File: config.mk
export PLATFORM = sky130hd
export DESIGN_NAME = control_seq
export DESIGN_NICKNAME = d
export VERILOG_FILES = /design/src/rtl/ctrl_pkg.sv /design/src/rtl/control_decode.sv /design/src/rtl/control_seq.sv
export SDC_FILE = /design/constraint.sdc
export NUM_CORES = 1
export LEC_CHECK = 0
export BUFFER_PORTS_ARGS = -buffer_cell sky130_fd_sc_hd__clkbuf_2
export CAP_MARGIN = 10
export CORE_UTILIZATION = 55
export CTS_BUF_LIST = sky130_fd_sc_hd__clkbuf_8
export CTS_CLUSTER_SIZE = 30
export DETAILED_ROUTE_END_ITERATION = 8
export GPL_ROUTABILITY_DRIVEN = 0
export PLACE_DENSITY_LB_ADDON = 0.05
export SETUP_SLACK_MARGIN = 0.5
export SLEW_MARGIN = 20
export SYNTH_ARGS = -nofsm -noshare
export SYNTH_HDL_FRONTEND = slang
export SYNTH_SLANG_ARGS = --single-unit
File: constraint.sdc
create_clock -name clk -period 4.41 [get_ports clk]
set_input_delay 0.882 -clock clk [delete_from_list [all_inputs] [get_ports clk]]
set_output_delay 0.882 -clock clk [all_outputs]
set_load 0.01 [all_outputs]
File: src/rtl/ctrl_pkg.sv
// ---------------------------------------------------------------------------
// ctrl_pkg
// Shared definitions for the control sequencer: FSM state encoding, opcode
// field patterns matched against the instruction register, the wait-counter
// width and the default memory timeout.
// ---------------------------------------------------------------------------
package ctrl_pkg;

    typedef enum logic [1:0] {
        ST_FETCH = 2'd0,
        ST_EXEC0 = 2'd1,
        ST_EXEC1 = 2'd2,
        ST_IRQ   = 2'd3
    } state_e;

    // ir bit that marks a two-cycle instruction
    localparam int IR_LONG_BIT = 7;

    // Opcode patterns, compared against the top bits of ir
    localparam logic [1:0] OPC_MEM = 2'b10;     // ir[7:6]: memory op
    localparam logic [2:0] OPC_JMP = 3'b111;    // ir[7:5]: jump
    localparam logic [2:0] OPC_ISP = 3'b001;    // ir[7:5]: ISP group
    localparam logic [3:0] OPC_RW  = 4'b0000;   // ir[7:4]: RD/WR group
    localparam logic [3:0] OPC_LJ  = 4'b0001;   // ir[7:4]: LJ group
    localparam logic [4:0] OPC_SIG = 5'b00011;  // ir[7:3]: signal strobe

    localparam int CNT_W           = 8;
    localparam int MEM_TIMEOUT_DEF = 15;

endpackage

File: src/rtl/control_decode.sv
// ---------------------------------------------------------------------------
// control_decode
// Pure combinational instruction decode. All outputs are zero unless
// i_active (EXEC0 or EXEC1). SIG is only produced in the first execute
// cycle, so it is a single-cycle strobe.
// Ports:
//   i_ir     instruction register        i_cycle  0=EXEC0, 1=EXEC1
//   i_carry  ALU carry (jump condition)  i_active execute phase
//   i_abort  memory timeout this cycle (suppresses M and its derivatives)
//   o_*      decoded control lines, o_rs/o_alu fields, o_sig one-hot
// ---------------------------------------------------------------------------
module control_decode
    import ctrl_pkg::*;
#(
    parameter int SIG_SEL_W = 3
) (
    input  logic [7:0]              i_ir,
    input  logic                    i_cycle,
    input  logic                    i_carry,
    input  logic                    i_active,
    input  logic                    i_abort,
    output logic                    o_m,
    output logic                    o_s,
    output logic                    o_j,
    output logic                    o_lj,
    output logic                    o_cli,
    output logic                    o_ljr,
    output logic                    o_mw,
    output logic                    o_mc,
    output logic                    o_rd,
    output logic                    o_wr,
    output logic                    o_y,
    output logic                    o_wa,
    output logic                    o_isp,
    output logic                    o_wc,
    output logic [1:0]              o_rs,
    output logic [3:0]              o_alu,
    output logic [2**SIG_SEL_W-1:0] o_sig
);

    logic w_m;
    logic w_lj;
    logic w_isp;
    logic w_wsel;   // shared write-select term of WA/WC

    // Decode equations, gated by the execute phase
    always_comb begin
        w_m    = 1'b0;
        w_lj   = 1'b0;
        w_isp  = 1'b0;
        w_wsel = 1'b0;
        o_m    = 1'b0;
        o_s    = 1'b0;
        o_j    = 1'b0;
        o_lj   = 1'b0;
        o_cli  = 1'b0;
        o_ljr  = 1'b0;
        o_mw   = 1'b0;
        o_mc   = 1'b0;
        o_rd   = 1'b0;
        o_wr   = 1'b0;
        o_y    = 1'b0;
        o_wa   = 1'b0;
        o_isp  = 1'b0;
        o_wc   = 1'b0;
        o_rs   = 2'b00;
        o_alu  = 4'b0000;
        o_sig  = '0;
        if (i_active) begin
            // a timed-out memory cycle must not look like a memory access
            w_m    = (i_ir[7:6] == OPC_MEM) & i_cycle & ~i_abort;
            w_lj   = (i_ir[7:4] == OPC_LJ) & ~i_ir[3];
            w_isp  = (i_ir[7:5] == OPC_ISP);
            w_wsel = (i_ir[6] & ~i_ir[7]) | (i_cycle & i_ir[6] & i_ir[5]);
            o_m    = w_m;
            o_mw   = w_m & i_ir[5];
            o_mc   = i_ir[7] & ~i_cycle;
            o_j    = (i_ir[7:5] == OPC_JMP) & i_cycle & ~(i_carry & i_ir[4]);
            o_lj   = w_lj;
            o_cli  = w_lj & i_ir[1];
            o_ljr  = w_lj & i_ir[2];
            o_rd   = (i_ir[7:4] == OPC_RW) & i_ir[2];
            o_wr   = (i_ir[7:4] == OPC_RW) & i_ir[3];
            o_s    = i_ir[4];
            o_y    = i_ir[5];
            o_rs   = i_ir[1:0];
            o_alu  = i_ir[3:0];
            o_isp  = w_isp;
            o_wa   = (w_m & ~i_ir[5]) | (w_wsel & ~(i_ir[4] & ~i_ir[3]));
            o_wc   = (w_wsel | w_isp) & i_ir[4];
            if ((i_ir[7:3] == OPC_SIG) && !i_cycle) begin
                o_sig[i_ir[SIG_SEL_W-1:0]] = 1'b1;
            end else begin
                o_sig = '0;
            end
        end else begin
            o_sig = '0;
        end
    end

endmodule

File: src/rtl/control_seq.sv
// ---------------------------------------------------------------------------
// control_seq
// Instruction sequencer: FETCH -> EXEC0 [-> EXEC1] -> FETCH, with optional
// IRQ entry cycle at instruction completion and a memory wait timeout.
// Ports:
//   clk, rst_n               clock, async active-low reset
//   i_inst_valid/i_inst      instruction offer, o_inst_ready accept
//   i_carry                  ALU carry for conditional jump (EXEC1)
//   i_mem_ready              memory completion for ir[7:6]=10 ops
//   i_irq                    level interrupt request
//   o_cycle .. o_wc, o_rs, o_alu, o_sig   decoded control outputs
//   o_irq_ack                IRQ entry cycle, o_mem_err timeout pulse
//   o_ie                     interrupt enable flag
// ---------------------------------------------------------------------------
module control_seq
    import ctrl_pkg::*;
#(
    parameter int MEM_TIMEOUT = MEM_TIMEOUT_DEF,
    parameter int SIG_SEL_W   = 3,
    parameter int IRQ_EN      = 1
) (
    input  logic                    clk,
    input  logic                    rst_n,
    input  logic                    i_inst_valid,
    input  logic [7:0]              i_inst,
    output logic                    o_inst_ready,
    input  logic                    i_carry,
    input  logic                    i_mem_ready,
    input  logic                    i_irq,
    output logic                    o_cycle,
    output logic                    o_m,
    output logic                    o_s,
    output logic                    o_j,
    output logic                    o_lj,
    output logic                    o_cli,
    output logic                    o_ljr,
    output logic                    o_mw,
    output logic                    o_mc,
    output logic                    o_rd,
    output logic                    o_wr,
    output logic                    o_y,
    output logic                    o_wa,
    output logic                    o_isp,
    output logic                    o_wc,
    output logic                    o_irq_ack,
    output logic                    o_mem_err,
    output logic                    o_ie,
    output logic [1:0]              o_rs,
    output logic [3:0]              o_alu,
    output logic [2**SIG_SEL_W-1:0] o_sig
);

    localparam logic [CNT_W-1:0] TMO    = CNT_W'(MEM_TIMEOUT);
    localparam logic             IRQ_ON = (IRQ_EN != 0);

    state_e           r_state;
    state_e           w_state_next;
    logic [7:0]       r_ir;
    logic [CNT_W-1:0] r_cnt;
    logic             r_ie;
    logic             r_live;      // low until the first edge after reset release

    logic w_active;
    logic w_cycle;
    logic w_memop;
    logic w_abort;
    logic w_accept;
    logic w_done;
    logic w_ie_after;
    logic w_irq_take;
    logic w_irq_ack;
    logic w_cli;
    logic w_ljr;

    // The wait counter holds the number of not-ready EXEC1 cycles so far;
    // once it sits at the timeout value a still-missing mem_ready aborts.
    assign w_active = (r_state == ST_EXEC0) | (r_state == ST_EXEC1);
    assign w_cycle  = (r_state == ST_EXEC1);
    assign w_memop  = (r_ir[7:6] == OPC_MEM);
    assign w_abort  = w_cycle & w_memop & ~i_mem_ready & (r_cnt == TMO);
    assign w_accept = (r_state == ST_FETCH) & r_live & i_inst_valid;

    control_decode #(
        .SIG_SEL_W (SIG_SEL_W)
    ) u_decode (
        .i_ir     (r_ir),
        .i_cycle  (w_cycle),
        .i_carry  (i_carry),
        .i_active (w_active),
        .i_abort  (w_abort),
        .o_m      (o_m),
        .o_s      (o_s),
        .o_j      (o_j),
        .o_lj     (o_lj),
        .o_cli    (w_cli),
        .o_ljr    (w_ljr),
        .o_mw     (o_mw),
        .o_mc     (o_mc),
        .o_rd     (o_rd),
        .o_wr     (o_wr),
        .o_y      (o_y),
        .o_wa     (o_wa),
        .o_isp    (o_isp),
        .o_wc     (o_wc),
        .o_rs     (o_rs),
        .o_alu    (o_alu),
        .o_sig    (o_sig)
    );

    // Interrupt enable as it will be after the current cycle's CLI/LJR update
    always_comb begin
        w_ie_after = r_ie;
        if (r_state == ST_EXEC0) begin
            if (w_cli & ~w_ljr) begin
                w_ie_after = 1'b0;
            end else if (w_ljr & ~w_cli) begin
                w_ie_after = 1'b1;
            end else begin
                w_ie_after = r_ie;
            end
        end else begin
            w_ie_after = r_ie;
        end
    end

    assign w_irq_take = IRQ_ON & i_irq & w_ie_after;

    // Next-state logic; w_done marks instruction completion
    always_comb begin
        w_state_next = r_state;
        w_done       = 1'b0;
        w_irq_ack    = 1'b0;
        case (r_state)
            ST_FETCH: begin
                if (w_accept) begin
                    w_state_next = ST_EXEC0;
                end else begin
                    w_state_next = ST_FETCH;
                end
            end
            ST_EXEC0: begin
                if (r_ir[IR_LONG_BIT]) begin
                    w_state_next = ST_EXEC1;
                end else begin
                    w_done = 1'b1;
                end
            end
            ST_EXEC1: begin
                if (!w_memop || i_mem_ready) begin
                    w_done = 1'b1;
                end else if (w_abort) begin
                    w_state_next = ST_FETCH;
                end else begin
                    w_state_next = ST_EXEC1;
                end
            end
            ST_IRQ: begin
                w_irq_ack    = IRQ_ON;
                w_state_next = ST_FETCH;
            end
            default: begin
                w_state_next = ST_FETCH;
            end
        endcase
        if (w_done) begin
            w_state_next = w_irq_take ? ST_IRQ : ST_FETCH;
        end else begin
            w_irq_ack = w_irq_ack;
        end
    end

    // State, instruction register, wait counter and interrupt enable
    always_ff @(posedge clk or negedge rst_n) begin
        if (!rst_n) begin
            r_state <= ST_FETCH;
            r_ir    <= 8'h00;
            r_cnt   <= '0;
            r_ie    <= 1'b1;
            r_live  <= 1'b0;
        end else begin
            r_state <= w_state_next;
            r_live  <= 1'b1;
            if (w_accept) begin
                r_ir <= i_inst;
            end
            if (r_state == ST_IRQ) begin
                r_ie <= 1'b0;
            end else begin
                r_ie <= w_ie_after;
            end
            if (r_state == ST_EXEC0) begin
                r_cnt <= '0;
            end else if (w_cycle && !i_mem_ready && (r_cnt != TMO)) begin
                r_cnt <= r_cnt + CNT_W'(1);
            end
        end
    end

    assign o_inst_ready = (r_state == ST_FETCH) & r_live;
    assign o_cycle      = w_cycle;
    assign o_cli        = w_cli;
    assign o_ljr        = w_ljr;
    assign o_irq_ack    = w_irq_ack;
    assign o_mem_err    = w_abort;
    assign o_ie         = r_ie;

endmodule

# Word-level counts from Yosys, hierarchy flattened
# Cells that the tools add are included.
[classes] add_sub_neg=1 magnitude_cmp=2 eq_ne=12 n_mux=37 bitwise_logic=40 reduce_logical=12
[ops] cell="$mux W8" count=4
[ops] cell="$and A1 B1 Y1" count=26
[ops] cell="$mux W1" count=23
[ops] cell="$mux W2" count=6
[ops] cell="$not A1 Y1" count=10
[ops] cell="$add A8 B1 Y8 const B" count=1
[ops] cell="$eq A8 B4 Y1 const B" count=1
[ops] cell="$ne A8 B4 Y1 const B" count=1
[ops] cell="$pmux W2 S4" count=1
[ops] cell="$eq A2 B2 Y1 const B" count=3
[ops] cell="$ne A3 B3 Y1 const B" count=2
[ops] cell="$eq A5 B2 Y1 const B" count=1
[ops] cell="$eq A4 B1 Y1 const B" count=1
[ops] cell="$logic_and A1 B1 Y1" count=4
[ops] cell="$logic_not A4 Y1" count=1
[ops] cell="$lt A3 B4 Y1 const B" count=1
[ops] cell="$mux W4" count=1
[ops] cell="$or A1 B1 Y1" count=4
[ops] cell="$demux W1 S3" count=1
[ops] cell="$eq A3 B1 Y1 const B" count=1
[ops] cell="$eq A3 B3 Y1 const B" count=1
[ops] cell="$ge A3 B1 Y1 const B" count=1
[ops] cell="$logic_not A1 Y1" count=3
[ops] cell="$eq A2 B1 Y1 const B" count=1
[ops] cell="5 further kinds" count=5
[word_totals] reg_bits=20 in_bits=14 output_inout_bits=33 elab_cells=109

# Logic depth before layout (Yosys ltp)
[depth] depth_word=12 mapped_depth=7 ltp_nobuf=6

# By module
# Synthesis repeated with hierarchy kept, for this count alone.
[unflattened] hier_cells=134 area_unflattened_um2=1330.0
[by_module_without_submodules] module="control_seq" n_inst=1 cells_each=87 area_each_um2=1009.7 seq_area_each_um2=501.7
[by_module_without_submodules] module="control_decode" n_inst=1 cells_each=47 area_each_um2=320.3 seq_area_each_um2=0.0

# Worst setup path after synthesis
# Ideal clock, no wire load.
[synth_path] path_type="reg2out" start="reg r_cnt[5]" end="out o_wa" arrival_time_ps=1738 required_time_ps=3528 slack_ps=1790 stages_incl_launch_ff=5 n_path_buf=0 cell_sequence="dfrtp_1 > or4_4 > or2_4 > o2111a_2 > a32o_1"
[synth_via] elab_chain_cells=7
[synth_rtl] item="from (decl)" line="control_seq.sv:59" rtl="logic [CNT_W-1:0] r_cnt;"
[synth_rtl] item="from (signal assigned)" line="control_seq.sv:194" rtl="r_cnt <= r_cnt + CNT_W'(1);"
[synth_rtl] item="$eq A8 B4 Y1" line="control_seq.sv:80" rtl="assign w_abort = w_cycle & w_memop & ~i_mem_ready & (r_cnt == TMO);"
[synth_rtl] item="$and A1 B1 Y1" line="control_seq.sv:80"
[synth_rtl] item="$not A1 Y1" line="control_decode.sv:71" rtl="w_m = (i_ir[7:6] == OPC_MEM) & i_cycle & ~i_abort;"
[synth_rtl] item="$and A1 B1 Y1" line="control_decode.sv:71"
[synth_rtl] item="$and A1 B1 Y1" line="control_decode.sv:89" rtl="o_wa = (w_m & ~i_ir[5]) | (w_wsel & ~(i_ir[4] & ~i_ir[3]));"
[synth_rtl] item="$or A1 B1 Y1" line="control_decode.sv:89"
[synth_rtl] item="$mux W1" line="control_decode.sv:69" rtl="if (i_active) begin"
[synth_rtl] item="to (decl)" line="control_seq.sv:42" rtl="output logic o_wa,"
# No other way between the ends.

# Final worst setup path
[layout_path] start="reg r_state[1]" end="out o_sig[0]"
[layout_via] elab_chain_cells=5 word_cells_on_any_way=7 cone_classes="2 x eq/ne; 2 x mux; 1 x bitwise; 2 x reduce/logical"
[layout_rtl] item="from (decl)" line="control_seq.sv:56" rtl="state_e r_state;"
[layout_rtl] item="from (signal assigned)" line="control_seq.sv:181" rtl="r_state <= w_state_next;"
[layout_rtl] item="$eq A2 B2 Y1" line="control_seq.sv:77, control_seq.sv:78"
[layout_rtl] item="$logic_not A1 Y1" line="control_decode.sv:91" rtl="if ((i_ir[7:3] == OPC_SIG) && !i_cycle) begin"
[layout_rtl] item="$logic_and A1 B1 Y1" line="control_decode.sv:91"
[layout_rtl] item="$mux W8" line="control_decode.sv:91"
[layout_rtl] item="$mux W8 (*)" line="control_decode.sv:69"
[layout_rtl] item="to (decl)" line="control_seq.sv:50" rtl="output logic [2**SIG_SEL_W-1:0] o_sig"
# Mark *: on every way between the ends. The rest lies on a longest branch, timed or not.

==> reports/qor.yml <==
power:
  max-vdd-ir-drop_mv: 0.448
  leakagePower_nw: 0.815
  p_per_area_nw_per_um2: 578
layout:
  area_growth_pct: 22.9
  nets: 209
  n_antenna_cell: 0
  drive_gt1_frac: 0.339
  fin_cells: 217
logic_synthesis:
  synthTopCellsByArea: "dfrtp_1 37%, mux2_2 7.0%, nor2_1 5.8%"
  ys_async_sr_fraction: 1.00
  ys_warn_count: 0
  yosys.area.top_type: "dfrtp_1"
  ys_seq_area_frac: 0.388
  synthCells: 145
  syn_nets: 164
  avgSynthCellArea_um2: 8.92
  synth_top_area_frac: 0.368
  synth-main-ff-cell: "dfrtp_1"
  synth_seq_cells: 20
  synth_most_common_cell: "nor2_1"
  synth_cell_types: 38
  synthTopCellsByCount: "20 x nor2_1, 19 x dfrtp_1, 15 x nand2_1, 8 x inv_1, 8 x mux2_2"
  synth_edf_count: 0
  syn_area_um2: 1290
min_path:
  hp-start: "o_ie"
  worstHoldPathType: "reg -> reg"
clocking:
  clock-root-buffer: "clkbuf_8"
  cts_buffers: 3
  cts_tree: "done"
  post_cts_buffers: 0
  cts_hold_buf: 0
  htree_num_levels: 1
  cts_max_path_buffers: 2
  cts_resized: 0
  clock-sinks: 20
  worstSkewPairLatency_ns: 0.27
  clkTransAtPathRegs_ns: 0.08
global_routing:
  grt_start_max_net_pins: 21
  grt_pass1_vias: 1102
  antenna_found_initial: 0
  grt_pass1_wl_um: 5140
  track_usage: 0.272
  grt.overflow.total: 0
critical_path:
  crit_end: "o_sig[0]"
  path_cells: "inv_1, ha_1, nand2_1, or4_1, nor3_1, clkbuf_2"
  cp.required_ns: 3.53
  critPathKind: "reg -> out"
  reg2reg_slack_ns: 2.49
  timing.rr.start: "r_state[0]"
  critPathArrivalTime_ns: 2.28
  r2r_end: "r_cnt[2]"
  critPathMaxFanout: 10
  critPathSlowestCell: "or4_1"
  crit_cells: 6
  reg2reg_depth: 6
  worst-path-buf-inv: 2
  startpoint: "r_state[1]"
  crit_family: "simple AND/OR/NAND/NOR gates"
  endpoint_kind: "primary output"
  start_kind: "flop"
  max_stage_delay_ns: 0.50
drt:
  via_per_inst: 5.72
  drt-pass1-iter-count: 4
  ant_nets: 0
  wl_per_cell_um: 14.5
  drt_iter0_drc: 40
  wl_um: 3150
  vias: 1242
  drc: 0
floorplanning:
  initial_core_util: 0.585
  die_x_um: 50.5
  core_area_um2: 2210
  fp.dieArea_um2: 2550
  io_pins: 47
  die_y_um: 50.5
  core.rowCount: 17
sta:
  setup_viol: 0
  fin_worst_skew_ns: 0.00442
  fin_ws_ns: 1.25
  max_freq_ghz: 0.316
  timing.final.crit_period_ns: 3.16
  timing.final.max_slew_violations: 0
  hold_viol: 0
  tns_ns: 0
  whs_ns: 0.522
  rsz0062_at_grt: "false"
  fin_crit_sh: 0.717
outcome:
  status: "completed"
place:
  place_inst: 213
  portBuffers: 46
  dp_hpwl_um: 2330
  dp_slack_ns: 1.57
job:
  cap_violations: 0
==> where the power goes <==
part | switching, mW | total, mW | internal [mW]
registers | 0.0958 | 0.338 | 0.243
clock network | 0.0690 | 0.190 | 0.121
logic | 0.228 | 0.390 | 0.162
total | 0.393 | 0.919 | 0.526
==> cell type report <==
type | instances | area, um2
fill | 175 | 622
tap | 28 | 35.0
sequential | 20 | 502
timing repair buffer | 46 | 230
multi-input combinational | 111 | 722
clock inverter | 1 | 30.0
inverter | 8 | 30.0
clock buffer | 3 | 41.3
==> worst min path at each step <==
stage / to / slack, ns / depth (start not counted)
finish: o_ie / 0.52 / 2
global route: o_ie / 0.55 / 2
CTS: o_ie / 0.52 / 2
detailed placement: o_ie / 0.51 / 2
global placement: o_ie / 0.49 / 2
floorplan: o_ie / 0.50 / 2
==> kinds of logic after synthesis <==
family / share of synthesized area
other: 0.00290
DFF: 0.388
muxes: 0.0696
and+or+nand+nor: 0.286
buffers and inverters: 0.0542
AOI/OAI and AO/OA: 0.103
adders and majority gates: 0.0484
xor gates and xnor gates: 0.0474
==> stage by stage <==
stage,area (um2),util,power (mW)
floorplan,1290,-,0.602
global placement,1520,0.687,0.704
detailed placement,1520,0.687,0.724
CTS,1590,0.719,0.914
global route,1590,0.719,0.976
finish,1590,0.719,0.919
==> sequential cells by signal, summed over array words and instances, names as in the netlist <==
signal,flops
o_ie,1
r_cnt,8
r_ir,8
r_live,1
r_state,2
==> placed cells by master (no fill, tap or decap), types with 2 or more instances in the layout <==
cell type	netlist	routed
a21oi_1	3	3
a41o_1	2	2
and2_1	4	4
and3_1	2	2
clkbuf_2	0	46
clkbuf_8	0	3
dfrtp_1	19	19
ha_1	5	5
inv_1	8	8
mux2_2	8	8
nand2_1	15	15
nand2b_1	3	3
nand3_1	7	7
nand4_1	5	5
nor2_1	20	20
nor2b_1	3	3
nor3_1	4	4
nor3b_1	2	2
o2111ai_1	2	2
o211ai_1	2	2
o21ai_0	4	4
xor2_1	7	7
==> worst min-delay path, delay by kind of cell (launching register included) <==
family	cells	cell delay [ns]
DFF	1	0.39
AOI/OAI and AO/OA	2	0.14
==> metal layers <==
| layer | part of all wire | global-route usage | vias to the layer above |
|---|---|---|---|
| li1 | - | - | 590 |
| met1 | 0.45 | 0.385 | 592 |
| met2 | 0.47 | 0.413 | 53 |
| met3 | 0.061 | 0.0424 | 7 |
| met4 | 0.022 | 0.111 | 0 |
| met5 | 0 | 0 | - |
No activity file was read; power rests on OpenSTA's default activity.
